<file path="config.mk">
export PLATFORM = sky130hd
export DESIGN_NAME = uart_tx
export DESIGN_NICKNAME = d
export VERILOG_FILES = /design/src/rtl/uart_tx.sv
export SDC_FILE = /design/constraint.sdc
export NUM_CORES = 1
export LEC_CHECK = 0
export CAP_MARGIN = 20
export CORE_ASPECT_RATIO = 1.5
export CORE_MARGIN = 4
export CORE_UTILIZATION = 57
export DETAILED_ROUTE_END_ITERATION = 10
export PLACE_DENSITY_LB_ADDON = 0.08
export SYNTH_ARGS = -nofsm -noshare
export SYNTH_HDL_FRONTEND = slang
export SYNTH_SLANG_ARGS = --single-unit
</file>
<file path="constraint.sdc">
create_clock -name clock_uart -period 4.7 [get_ports clock_uart]
set_input_delay 1.175 -clock clock_uart [delete_from_list [all_inputs] [get_ports clock_uart]]
set_output_delay 1.175 -clock clock_uart [all_outputs]
set_load 0.02 [all_outputs]
</file>
<file path="src/rtl/uart_tx.sv">
// rtl/uart_tx.sv - FIFO-buffered UART transmitter with CTS/RTS flow control
//
// Ports:
//   clock_uart     in   bit-rate clock (one line bit per cycle)
//   reset          in   synchronous, active-low reset
//   tx_data        in   DATA_BITS-wide byte to queue
//   tx_data_valid  in   push request
//   tx_data_ready  out  FIFO not full
//   cts            in   peer clear-to-send, gates frame starts only
//   rts            out  registered: FIFO non-empty or frame in flight
//   tx             out  registered serial line, idle high
//   busy           out  registered: start bit through last stop bit
//   fifo_count     out  FIFO occupancy
module uart_tx #(
    parameter int DATA_BITS  = 8,
    parameter int STOP_BITS  = 1,
    parameter int FIFO_DEPTH = 4
) (
    input  logic                          clock_uart,
    input  logic                          reset,
    input  logic [DATA_BITS-1:0]          tx_data,
    input  logic                          tx_data_valid,
    output logic                          tx_data_ready,
    input  logic                          cts,
    output logic                          rts,
    output logic                          tx,
    output logic                          busy,
    output logic [$clog2(FIFO_DEPTH):0]   fifo_count
);

    localparam int AW = $clog2(FIFO_DEPTH);
    localparam int CW = AW + 1;
    localparam int IW = $clog2(DATA_BITS);
    localparam logic [CW-1:0] FULL      = CW'(FIFO_DEPTH);
    localparam logic [IW-1:0] LAST_BIT  = IW'(DATA_BITS - 1);
    localparam logic          LAST_STOP = 1'(STOP_BITS - 1);

    typedef enum logic [1:0] {
        S_IDLE,
        S_START,
        S_DATA,
        S_STOP
    } state_t;

    state_t                 r_state;
    logic [DATA_BITS-1:0]   r_mem [FIFO_DEPTH];
    logic [AW-1:0]          r_wr_ptr;
    logic [AW-1:0]          r_rd_ptr;
    logic [CW-1:0]          r_count;
    logic [DATA_BITS-1:0]   r_shift;
    logic [IW-1:0]          r_bit_idx;
    logic                   r_stop_idx;
    logic                   r_tx;
    logic                   r_busy;
    logic                   r_rts;

    state_t                 w_state_next;
    logic [DATA_BITS-1:0]   w_shift_next;
    logic [IW-1:0]          w_bit_idx_next;
    logic                   w_stop_idx_next;
    logic                   w_tx_next;
    logic                   w_pop;
    logic                   w_push;
    logic                   w_can_start;
    logic [CW-1:0]          w_count_next;

    // Push is judged on the current count, so a push while full is dropped
    // even when a pop frees a slot on the same edge.
    assign w_push       = tx_data_valid && (r_count != FULL);
    assign w_can_start  = (r_count != '0) && cts;
    assign w_count_next = r_count + CW'(w_push) - CW'(w_pop);

    // The registered line value is computed from the next state, so r_tx
    // always reflects the bit of the state the FSM is currently in.
    always_comb begin
        w_state_next    = r_state;
        w_shift_next    = r_shift;
        w_bit_idx_next  = r_bit_idx;
        w_stop_idx_next = r_stop_idx;
        w_tx_next       = r_tx;
        w_pop           = 1'b0;
        case (r_state)
            S_IDLE: begin
                w_tx_next = 1'b1;
                if (w_can_start) begin
                    w_pop        = 1'b1;
                    w_shift_next = r_mem[r_rd_ptr];
                    w_state_next = S_START;
                    w_tx_next    = 1'b0;
                end
            end
            S_START: begin
                w_state_next   = S_DATA;
                w_tx_next      = r_shift[0];
                w_shift_next   = r_shift >> 1;
                w_bit_idx_next = '0;
            end
            S_DATA: begin
                if (r_bit_idx == LAST_BIT) begin
                    w_state_next    = S_STOP;
                    w_tx_next       = 1'b1;
                    w_stop_idx_next = 1'b0;
                end else begin
                    w_tx_next      = r_shift[0];
                    w_shift_next   = r_shift >> 1;
                    w_bit_idx_next = r_bit_idx + IW'(1);
                end
            end
            S_STOP: begin
                w_tx_next = 1'b1;
                if (r_stop_idx == LAST_STOP) begin
                    if (w_can_start) begin
                        // Back-to-back frame: no idle cycle in between.
                        w_pop        = 1'b1;
                        w_shift_next = r_mem[r_rd_ptr];
                        w_state_next = S_START;
                        w_tx_next    = 1'b0;
                    end else begin
                        w_state_next = S_IDLE;
                    end
                end else begin
                    w_stop_idx_next = r_stop_idx + 1'b1;
                end
            end
            default: begin
                w_state_next = S_IDLE;
                w_tx_next    = 1'b1;
            end
        endcase
    end

    always_ff @(posedge clock_uart) begin
        if (!reset) begin
            r_state    <= S_IDLE;
            r_wr_ptr   <= '0;
            r_rd_ptr   <= '0;
            r_count    <= '0;
            r_shift    <= '0;
            r_bit_idx  <= '0;
            r_stop_idx <= 1'b0;
            r_tx       <= 1'b1;
            r_busy     <= 1'b0;
            r_rts      <= 1'b0;
        end else begin
            r_state    <= w_state_next;
            r_shift    <= w_shift_next;
            r_bit_idx  <= w_bit_idx_next;
            r_stop_idx <= w_stop_idx_next;
            r_tx       <= w_tx_next;
            r_count    <= w_count_next;
            r_busy     <= (w_state_next != S_IDLE);
            r_rts      <= (w_count_next != '0) || (w_state_next != S_IDLE);
            if (w_push) begin
                r_wr_ptr <= r_wr_ptr + AW'(1);
            end
            if (w_pop) begin
                r_rd_ptr <= r_rd_ptr + AW'(1);
            end
        end
    end

    always_ff @(posedge clock_uart) begin
        if (reset && w_push) begin
            r_mem[r_wr_ptr] <= tx_data;
        end
    end

    assign tx_data_ready = (r_count != FULL);
    assign rts           = r_rts;
    assign tx            = r_tx;
    assign busy          = r_busy;
    assign fifo_count    = r_count;

endmodule

</file>
==> impl_metrics.toml <==
[status]
status = "completed"

[worst_setup_path]
cp_num_buf_inv = 3
max_stage_delay_ns = 0.55
r2r_end = "rts"
critPathLaunchType = "input pin"
startpoint = "tx_data_valid"
cp-endpoint = "rts"
r2r_cells = 10
cp_slowest_cell = "clkdlybuf4s50_1"
cp-end-kind = "flip-flop"
critPathMaxFanout = 5
worstSetupPathType = "input pin to flip-flop"
critPathTopFamily = "adder cells"
cp_num_cells = 10
cp.required_ns = 4.89
cp.arrival_ns = 3.36
crit_chain = "clkdlybuf4s50_1, and2_1, inv_1, ha_1, inv_1, ha_1, fa_1, xnor2_1, xnor2_1, o2111ai_1"
rrSetupSlack_ns = 1.81
r2r_start = "r_state[0]"

[logic_synthesis]
synthCells = 184
yosys_warnings = 0
synth_seq_area_share_pct = 58.7
synth_edf_count = 32
synth_cell_type_count = 42
syn_area_um2 = 2490
synth_flop_cell = "edfxtp_1"
async_flop_share_pct = 0
yosys_register_bits = 57
syn_nets = 210
syn_avg_cell_area_um2 = 13.5

[routing]
ant_nets = 0
first_iter_violations = 57
drt-vias-per-instance = 6.02
vias = 1540
wl_per_cell_um = 18.2
first_pass_iters = 5
drc = 0
routed_wl_um = 4670

[place]
hpwl_um = 3240
port-buffer-count = 18
place.gp.congestion = 0.762
dp_slack_ns = 1.18

[global_route]
grt_start_max_net_pins = 21
grt_pass1_wl_um = 7620
track_usage_pct = 19.8
gr-total-overflow = 0
antenna_found_initial = 0
grt_pass1_vias = 1629

[floorplan]
die_h_um = 88.9
dieArea_um2 = 5510
placeableCoreArea_um2 = 4250
io_pins = 19
std_cell_rows = 29
initial_core_util_pct = 58.7
die_w_um = 62.0

[clock_tree]
htree_num_levels = 3
cts-resized-gates = 0
postCtsHoldBufs = 0
post_cts_buffers = 0
cts.path.max_buffers = 2
cts-root-buf = "clkbuf_8"
numCtsBuffers = 9
cts_tree = "done"
cts.sinks = 57
clk_pin_slew_ns = 0.06
clk_latency_ns = 0.33

[sta]
fin_tns_setup_ns = 0
grt_setup_unrepaired = "no"
relSlewSlack_pct = 54.7
fin_crit_sh_pct = 67.4
finalSetupViolCount = 0
worstMarginPinSlew_ns = 0.674
slew_violations = 0
finClkSkew_ns = 0.00497
fin_crit_ns = 3.17
timing.final.ws_setup_ns = 1.53
fmax_ghz = 0.315
hold_viol_final = 0

[pwr]
peakVddDrop_mv = 0.541
power.leakage_nw = 1.04
p_per_area_nw_per_um2 = 628

[final_layout]
n_antenna_cell = 0
syn2layout_area_growth_pct = 14.9
final_nets = 231
final_core_util_pct = 67.4
drive_gt1_share_pct = 17.6

[run]
cap_violations = 0

[min_path]
worstHoldPathType = "flip-flop to flip-flop"
[cell usage in the layout, fill, tap and decap left out, types with 6 or more instances in the layout]
cell type and instances:
clkinv_1 6, clkdlybuf4s50_1 18, a21oi_1 12, inv_1 9
ha_1 13, nor2_1 8, mux2_2 14, dfxtp_1 25
a211oi_2 7, a222oi_1 7, clkbuf_8 9, edfxtp_1 32
[registers in the layout (all words and copies together), names as in the netlist, named ones only]
signal,count
rts,1
r_state,2
tx,1
busy,1
r_bit_idx,3
r_mem,32
r_wr_ptr,2
r_rd_ptr,2
r_shift,8
fifo_count,3
[synthesized netlist by cell type, drive strengths merged, types with 3 or more instances]
master  count  area share (%)
a211oi      7             3.5
a222oi      7             2.8
nand2       4            0.60
mux2       14             6.3
nand3       3            0.60
nor2        8             1.2
buf         4             1.3
dfxtp      25              20
and3        4             1.0
a21oi      12             2.4
inv         9             1.4
and2        4             1.1
o31ai       3            0.90
clkbuf      5            0.75
edfxtp     32              39
ha         13             6.5
[layout make-up]
cell class	instances	area, um^2
Sequential cell	57	1460
Fill cell	313	1390
Multi-Input combinational cell	108	940
Timing Repair Buffer	19	188
Clock buffer	10	128
Tap cell	46	57.6
Clock inverter	6	48.8
Inverter	10	37.5
[stage by stage]
stage / instances / power (mW) / hold WS [ns] / instance area (um^2)
6_report: 256 / 1.80 / 0.477 / 2860
5_1_grt: 256 / 1.91 / 0.513 / 2860
4_1_cts: 256 / 1.81 / 0.477 / 2860
3_5_place_dp: 240 / 1.40 / 0.469 / 2680
3_3_place_gp: 240 / 1.37 / 0.452 / 2680
2_1_floorplan: 184 / 1.25 / 0.439 / 2490
[worst min-delay path, stage by stage, from the launching register on]
cell       delay (ns)
dfxtp_1          0.31
nand2_1          0.05
o2bb2ai_1        0.06
[cells by family after synthesis]
family	Yosys count	share of synthesized area (%)
buffers and inverters	19	3.57
multiplexers	17	8.04
flip-flops	57	58.7
adder cells (fa/ha/maj)	14	7.34
AO/OA/AOI/OAI	43	14.4
AND/OR/NAND/NOR	32	7.29
XOR/XNOR	2	0.704
[layer usage]
layer / global-route usage [%] / up-vias / wire length (um)
met5: 0 / - / 0
met4: 8.69 / 0 / 92
met2: 32.5 / 38 / 2480
met3: 6.79 / 10 / 204
li1: - / 748 / -
met1: 22.8 / 744 / 1890
[how the worst min path moves through the flow]
| stage | from | end | slack [ns] | cells past startpoint |
|---|---|---|---|---|
| after floorplan | r_shift[7] | r_shift[7] | 0.44 | 2 |
| after global placement | r_shift[7] | r_shift[7] | 0.45 | 2 |
| after detailed placement | r_shift[7] | r_shift[7] | 0.47 | 2 |
| after CTS | r_shift[7] | r_shift[7] | 0.48 | 2 |
| after global routing | r_shift[7] | r_shift[7] | 0.51 | 2 |
| final | r_shift[7] | r_shift[7] | 0.48 | 2 |
[report_power, final]
group          switching, mW  leakage (nW)  internal (mW)  total (mW)
Sequential            0.0722         0.496          0.611       0.683
Combinational          0.383         0.452          0.320       0.702
Clock                  0.175        0.0879          0.236       0.410
Total                  0.630          1.04           1.17        1.80
(Power assumes the default switching activity.)
